--- src/rtl/uart_cmd_rx.sv ---
// uart_cmd_rx: oversampled 8N1 receiver with false-start and stop-bit checks,
// followed by a line parser that turns "<letter><CR|LF>" into command pulses.
module uart_cmd_rx #(
    parameter int DELAY_FRAMES = 234
) (
    input  logic       clk,
    input  logic       rst_n,
    input  logic       uart_rx,
    output logic [7:0] byte_data,
    output logic       byte_valid,
    output logic       frame_err,
    output logic       cmd_feed,
    output logic       cmd_play,
    output logic       cmd_clean,
    output logic       cmd_sleep,
    output logic       cmd_wake,
    output logic       cmd_status,
    output logic       cmd_err,
    output logic       busy
);

    localparam int CW = $clog2(DELAY_FRAMES) + 1;
    localparam logic [CW-1:0] HALF = CW'(DELAY_FRAMES / 2 - 1);
    localparam logic [CW-1:0] FULL = CW'(DELAY_FRAMES - 1);

    typedef enum logic [2:0] {
        RX_IDLE, RX_START, RX_DATA, RX_STOP, RX_BREAK
    } rx_state_t;

    typedef enum logic [1:0] {
        P_EMPTY, P_HAVE, P_DISCARD
    } p_state_t;

    typedef enum logic [2:0] {
        C_FEED, C_PLAY, C_CLEAN, C_SLEEP, C_WAKE, C_STATUS
    } cmd_t;

    logic            sync1, rxs;
    rx_state_t       rx_state, rx_next;
    logic [CW-1:0]   cnt, cnt_next;
    logic [2:0]      bit_idx, bit_next;
    logic [7:0]      shift, shift_next;
    logic [7:0]      data_next;
    logic            valid_next, ferr_next;

    p_state_t        p_state, p_next;
    cmd_t            code, code_next;
    logic [5:0]      cmd_vec, cmd_vec_next;
    logic            err_next;

    logic [7:0]      lc;
    logic            is_term, letter_hit;
    cmd_t            letter_code;

    always_ff @(posedge clk or negedge rst_n) begin
        if (!rst_n) begin
            sync1      <= 1'b1;
            rxs        <= 1'b1;
            rx_state   <= RX_IDLE;
            cnt        <= '0;
            bit_idx    <= '0;
            shift      <= '0;
            byte_data  <= '0;
            byte_valid <= 1'b0;
            frame_err  <= 1'b0;
            p_state    <= P_EMPTY;
            code       <= C_FEED;
            cmd_vec    <= '0;
            cmd_err    <= 1'b0;
        end else begin
            sync1      <= uart_rx;
            rxs        <= sync1;
            rx_state   <= rx_next;
            cnt        <= cnt_next;
            bit_idx    <= bit_next;
            shift      <= shift_next;
            byte_data  <= data_next;
            byte_valid <= valid_next;
            frame_err  <= ferr_next;
            p_state    <= p_next;
            code       <= code_next;
            cmd_vec    <= cmd_vec_next;
            cmd_err    <= err_next;
        end
    end

    always_comb begin
        rx_next    = rx_state;
        cnt_next   = cnt;
        bit_next   = bit_idx;
        shift_next = shift;
        data_next  = byte_data;
        valid_next = 1'b0;
        ferr_next  = 1'b0;
        unique case (rx_state)
            RX_IDLE: begin
                if (!rxs) begin
                    rx_next  = RX_START;
                    cnt_next = '0;
                end
            end
            RX_START: begin
                if (cnt == HALF) begin
                    cnt_next = '0;
                    bit_next = '0;
                    rx_next  = rxs ? RX_IDLE : RX_DATA;
                end else begin
                    cnt_next = cnt + CW'(1);
                end
            end
            RX_DATA: begin
                if (cnt == FULL) begin
                    cnt_next   = '0;
                    shift_next = {rxs, shift[7:1]};
                    bit_next   = bit_idx + 3'd1;
                    if (bit_idx == 3'd7)
                        rx_next = RX_STOP;
                end else begin
                    cnt_next = cnt + CW'(1);
                end
            end
            RX_STOP: begin
                // Leave mid-stop-bit so a back-to-back start edge is not missed.
                if (cnt == FULL) begin
                    cnt_next = '0;
                    if (rxs) begin
                        valid_next = 1'b1;
                        data_next  = shift;
                        rx_next    = RX_IDLE;
                    end else begin
                        ferr_next = 1'b1;
                        rx_next   = RX_BREAK;
                    end
                end else begin
                    cnt_next = cnt + CW'(1);
                end
            end
            RX_BREAK: begin
                if (rxs)
                    rx_next = RX_IDLE;
            end
            default: rx_next = RX_IDLE;
        endcase
    end

    assign lc      = byte_data | 8'h20;
    assign is_term = (byte_data == 8'h0D) || (byte_data == 8'h0A);

    always_comb begin
        letter_hit  = 1'b1;
        letter_code = C_FEED;
        unique case (1'b1)
            byte_data == 8'h3F: letter_code = C_STATUS;
            lc == 8'h66:        letter_code = C_FEED;
            lc == 8'h70:        letter_code = C_PLAY;
            lc == 8'h63:        letter_code = C_CLEAN;
            lc == 8'h73:        letter_code = C_SLEEP;
            lc == 8'h77:        letter_code = C_WAKE;
            default:            letter_hit  = 1'b0;
        endcase
    end

    always_comb begin
        p_next       = p_state;
        code_next    = code;
        cmd_vec_next = '0;
        err_next     = 1'b0;
        if (frame_err) begin
            p_next = P_DISCARD;
        end else if (byte_valid) begin
            unique case (p_state)
                P_EMPTY: begin
                    if (!is_term) begin
                        if (letter_hit) begin
                            code_next = letter_code;
                            p_next    = P_HAVE;
                        end else begin
                            p_next = P_DISCARD;
                        end
                    end
                end
                P_HAVE: begin
                    if (is_term) begin
                        cmd_vec_next = 6'd1 << code;
                        p_next       = P_EMPTY;
                    end else begin
                        p_next = P_DISCARD;
                    end
                end
                P_DISCARD: begin
                    if (is_term) begin
                        err_next = 1'b1;
                        p_next   = P_EMPTY;
                    end
                end
                default: p_next = P_EMPTY;
            endcase
        end
    end

    assign cmd_feed   = cmd_vec[C_FEED];
    assign cmd_play   = cmd_vec[C_PLAY];
    assign cmd_clean  = cmd_vec[C_CLEAN];
    assign cmd_sleep  = cmd_vec[C_SLEEP];
    assign cmd_wake   = cmd_vec[C_WAKE];
    assign cmd_status = cmd_vec[C_STATUS];
    assign busy       = (rx_state != RX_IDLE);

endmodule
--- config.mk ---
export PLATFORM = sky130hd
export DESIGN_NAME = uart_cmd_rx
export DESIGN_NICKNAME = d
export VERILOG_FILES = /design/src/rtl/uart_cmd_rx.sv
export SDC_FILE = /design/constraint.sdc
export NUM_CORES = 1
export LEC_CHECK = 0
export CORE_MARGIN = 5
export CORE_UTILIZATION = 40
export DETAILED_ROUTE_END_ITERATION = 10
export PLACE_DENSITY = 0.6
export SLEW_MARGIN = 5
export SYNTH_ARGS = -nofsm -noshare
export SYNTH_HDL_FRONTEND = slang
export SYNTH_SLANG_ARGS = --single-unit
--- constraint.sdc ---
create_clock -name clk -period 2.7 [get_ports clk]
set_input_delay 0.54 -clock clk [delete_from_list [all_inputs] [get_ports clk]]
set_output_delay 0.54 -clock clk [all_outputs]
set_load 0.05 [all_outputs]
# Word-level counts from Yosys, hierarchy flattened
# Index checks and enable logic that the tools add are counted.
[classes] n_addsub=2 eq_ne=25 n_shift=1 n_mux=39 bitwise_logic=2 n_reduce_logical=16
[ops] cell="7-bit by 6-bit equality test with 1-bit output, second input constant" count=5
[ops] cell="3-bit case mux with 5 select lines" count=2
[ops] cell="3-bit two-way mux" count=9
[ops] cell="9-bit two-way mux" count=3
[ops] cell="9-bit case mux with 3 select lines" count=1
[ops] cell="6-bit two-way mux" count=4
[ops] cell="8-bit by 4-bit equality test with 1-bit output, second input constant" count=2
[ops] cell="2-bit two-way mux" count=7
[ops] cell="2-bit != test, second input constant" count=6
[ops] cell="1-bit two-way mux" count=11
[ops] cell="9-bit by 1-bit adder with 9-bit output, second input constant" count=1
[ops] cell="9-bit by 7-bit equality test with 1-bit output, second input constant" count=1
[ops] cell="9-bit by 8-bit equality test with 1-bit output, second input constant" count=1
[ops] cell="3-bit AND reduction" count=3
[ops] cell="8-bit by 6-bit equality test with 1-bit output, second input constant" count=1
[ops] cell="3-bit by 2-bit equality test with 1-bit output, second input constant" count=2
[ops] cell="3-bit equality test, second input constant" count=2
[ops] cell="3-bit != test, second input constant" count=2
[ops] cell="2-bit case mux with 3 select lines" count=1
[ops] cell="3-bit case mux with 2 select lines" count=1
[ops] cell="6-bit AND reduction" count=1
[ops] cell="3-bit nonzero test" count=2
[ops] cell="6-bit OR reduction" count=1
[ops] cell="1-bit by 3-bit left shift with 6-bit output, first input constant" count=1
[ops] cell="12 further kinds" count=15
[word_totals] reg_bits=47 inputBits=3 out_inout_bits=18 word_cells=98

# Logic depth before layout (Yosys ltp)
[depth] word_depth=8 ltp_mapped=7 mapped_depth_nobuf=6

# Least setup slack after synthesis
# OpenSTA, ideal clock, no wires.
[synth_timing] path_type="register to register" from="reg byte_data[1]" to="reg code[1]" setup_time_ns=0.125 t_arrival_ns=2.137 required_ns=2.575 slack_ns=0.438 stages_incl_launch_ff=6 path_buffers=1 synth_period_minus_slack_ns=2.262 cell_sequence="dfrtp_1 buf_4 or3b_1 a2111o_1 o211a_1 mux2_4"
[synth_between] elab_chain_cells=4 word_cells_on_any_way=14 cone_classes="eq/ne: 8; mux: 2; bitwise: 1; reduce/logical: 3"
[synth_lines] element="start: declaration" line_no="9" text="output logic [7:0] byte_data,"
[synth_lines] element="start signal: assignment" line_no="77" text="byte_data <= data_next;"
[synth_lines] element="8-bit by 6-bit equality test with 1-bit output (tied with other cells)" line_no="153" text="byte_data == 8'h3F: letter_code = C_STATUS;"
[synth_lines] element="6-bit OR reduction (no line) / 1-bit logical OR (equally long branches)"
[synth_lines] element="1-bit two-way mux / 1-bit inverter (equally long branches)"
[synth_lines] element="5-bit AND reduction (no line)"
[synth_lines] element="end signal: assignment" line_no="81" text="code <= code_next;"
[synth_lines] element="end: declaration" line_no="47" text="cmd_t code, code_next;"
# Parallel ways exist; a longest one is shown, timed or not.
# A chain may end at the register's enable or synchronous reset.

# Final worst setup path
[layout_timing] from="reg rx_state[0]" to="out busy"
[layout_between] elab_chain_cells=1
[layout_lines] element="start: declaration" line_no="39" text="rx_state_t rx_state, rx_next;"
[layout_lines] element="start signal: assignment" line_no="73" text="rx_state <= rx_next;"
[layout_lines] element="3-bit nonzero test" line_no="207" text="assign busy = (rx_state != RX_IDLE);"
[layout_lines] element="end: declaration" line_no="19" text="output logic busy"
# No other way between the ends.

==> impl_metrics.tcl <==
set metrics [dict create \
    viasPerCell 5.37 \
    synth_common_cells "dfrtp_1 (45), mux2_2 (17), nand2_1 (13)" \
    grt_pass1_vias 1591 \
    crit_type "reg2out" \
    end_kind "output port" \
    p_int_mw 0.911 \
    finClkSkew_ns 0.00301 \
    grt_pass1_wl_mm 7.89 \
    ioPinCount 21 \
    die_area_mm2 0.00754 \
    ctsResizeCount 0 \
    start_util 0.406 \
    run_status "finished clean" \
    seq_area_frac_synth 0.499 \
    ff_latch_area_mm2 0.00118 \
    tightest_slew_ns 0.595 \
    whs_ns 0.329 \
    vias 1649 \
    p_comb_frac 0.015 \
    synth_edf_count 0 \
    syn-cell-area_mm2 0.00236 \
    htreeDepth 2 \
    antenna_left 0 \
    finalMaxSlewViolations 0 \
    cts.reportedPaths.clkPinSlew_ns 0.08 \
    synth_most_common_cell "dfrtp_1" \
    core-area_mm2 0.00582 \
    total_power_mw 1.15 \
    grt_remaining_overflow 0 \
    hold_path_class "in2async" \
    crit_required_ns 2.16 \
    rows 28 \
    relSlewSlack 0.604 \
    syn-instance-count 215 \
    synth_top_area_frac 0.477 \
    cts_tree "built" \
    portBuffers 20 \
    synth_cell_type_count 58 \
    finalSetupViolCount 0 \
    stdcell_area_mm2 0.00269 \
    swShare 0.211 \
    synthToLayoutAreaGrowth_pct 13.9 \
    multiInputGateArea_mm2 0.00108 \
    cts_root_buffer "clkbuf_8" \
    wl_per_cell_um 14.4 \
    grt_max_degree 48 \
    avgSynthCellArea_um2 11.0 \
    min_period_over_period 0.907 \
    antenna_found_initial 0 \
    antenna_cells 0 \
    arrival_ns 1.91 \
    clk_latency_ns 0.30 \
    grt.total_usage 0.133 \
    worstPathMaxFanout 13 \
    cap_violations 0 \
    hold_buffers 0 \
    wirelength_mm 4.43 \
    die_height_um 86.8 \
    async_flop_share 1.00 \
    pwr-share-clk 0.372 \
    synth_area_leaders "dfrtp_1 (48%), mux2_2 (8.1%), ha_1 (2.6%)" \
    fin_setup_tns_ns 0 \
    cts_setup_buffers 0 \
    drt_iter0_markers 71 \
    period_needed_ns 2.45 \
    fmax_mhz 408 \
    p_per_area_mw_per_mm2 429 \
    p_leak_nw 1.18 \
    yosys_most_used_dff "dfrtp_1" \
    clock-sinks 47 \
    seqPwrFrac 0.613 \
    syn-num-nets 223 \
    first_pass_iters 4 \
    ys_warn_count 0 \
    finalNetCount 240 \
    synth_top_area_cell "dfrtp_1" \
    synth-seq-cells 47 \
    die_w_um 86.8 \
    cts_buffer_depth 2 \
    drive_gt1_frac 0.181 \
    rsz0062_at_grt "no" \
    drc 0 \
    switchingPower_mw 0.244 \
    gp_congestion 0.752 \
    cts_inserted_buffers 5 \
    cp-start-kind "flop" \
    hold_viol 0 \
    dp_hpwl_mm 3.16 \
    fillers 563 \
    dpl-instance-area_mm2 0.00260 \
    peakVddDrop_uv 201 \
]
## kinds of logic after synthesis
kind of cell | share of synthesized area
and+or+nand+nor | 0.226
AOI/OAI and AO/OA | 0.102
xor gates and xnor gates | 0.00371
buffers and inverters | 0.0413
adders and majority gates | 0.0265
muxes | 0.101
DFF | 0.499
## cells in the final DEF (no fill, tap or decap), types with 2 or more instances in the layout
master / count
dfrtp_1: 45
or3b_2: 3
and4_1: 3
clkbuf_8: 6
nand3b_1: 2
buf_4: 2
ha_1: 5
o21ai_0: 9
a21oi_1: 5
or2_2: 2
nand2b_1: 4
nor4b_1: 3
nor3b_1: 4
mux2i_1: 2
dfstp_2: 2
a22o_1: 2
o211ai_1: 5
clkdlybuf4s50_1: 19
o22ai_1: 2
and4b_1: 2
a31oi_1: 2
nor3_2: 2
nand4_1: 3
nand3_1: 6
nor2b_1: 2
and3_1: 6
mux2_2: 17
nor3_1: 11
inv_1: 9
nand2_1: 13
nor2_1: 8
## final cells by class
cell class / count / area share
Multi-Input combinational cell: 147 / 0.403
Clock buffer: 6 / 0.0307
Timing Repair Buffer: 22 / 0.0782
Tap cell: 75 / 0.0349
Inverter: 9 / 0.0126
Clock inverter: 1 / 0.00186
Sequential cell: 47 / 0.438
## power by group through the flow
stage | clock network, mW | registers (mW) | logic, mW
2_1_floorplan | 0 | 0.720 | 0.00258
3_3_place_gp | 0 | 0.722 | 0.0190
3_5_place_dp | 0 | 0.722 | 0.0191
4_1_cts | 0.447 | 0.708 | 0.0193
5_1_grt | 0.474 | 0.708 | 0.0216
6_report | 0.429 | 0.708 | 0.0177
## flip-flops by register name, indices dropped and copies added (netlist names)
| register | flops |
|---|---|
| cmd_err | 1 |
| cnt | 9 |
| byte_valid | 1 |
| rx_state | 3 |
| rxs | 1 |
| sync1 | 1 |
| frame_err | 1 |
| byte_data | 8 |
| p_state | 2 |
| bit_idx | 3 |
| code | 3 |
| cmd_vec | 6 |
| shift | 8 |
## worst paths after layout
kind	cells past startpoint	slack (ns)	endpoint	from
max in group asynchronous	2	1.97	cnt[8]	rst_n
min in group clk	0	0.36	rxs	sync1
hold / removal	2	0.33	cmd_vec[0]	rst_n
setup / recovery	2	0.25	busy	rx_state[0]
hold reg to reg	0	0.36	rxs	sync1
setup reg to reg	6	0.53	bit_idx[0]	cnt[1]
## through the flow
step           instances  setup slack, ns   util
2_1_floorplan        215            0.438      -
3_3_place_gp         300            0.576  0.447
3_5_place_dp         300            0.553  0.447
4_1_cts              307            0.230  0.462
5_1_grt              307            0.179  0.462
6_report             307            0.250  0.462
## worst max-delay path, cell delays in order, from the launching register on
cell and delay (ns):
dfrtp_1 0.49, or3_1 0.42, clkdlybuf4s50_1 0.71
## per-layer routing
layer	part of all wire	vias to the layer above	global-route usage	wire length (um)
li1	-	822	-	-
met1	0.47	797	0.176	2090
met2	0.47	24	0.212	2100
met3	0.040	6	0.0342	176
met4	0.014	0	0.0425	63
met5	0	-	0	0
(Power assumes the default switching activity.)
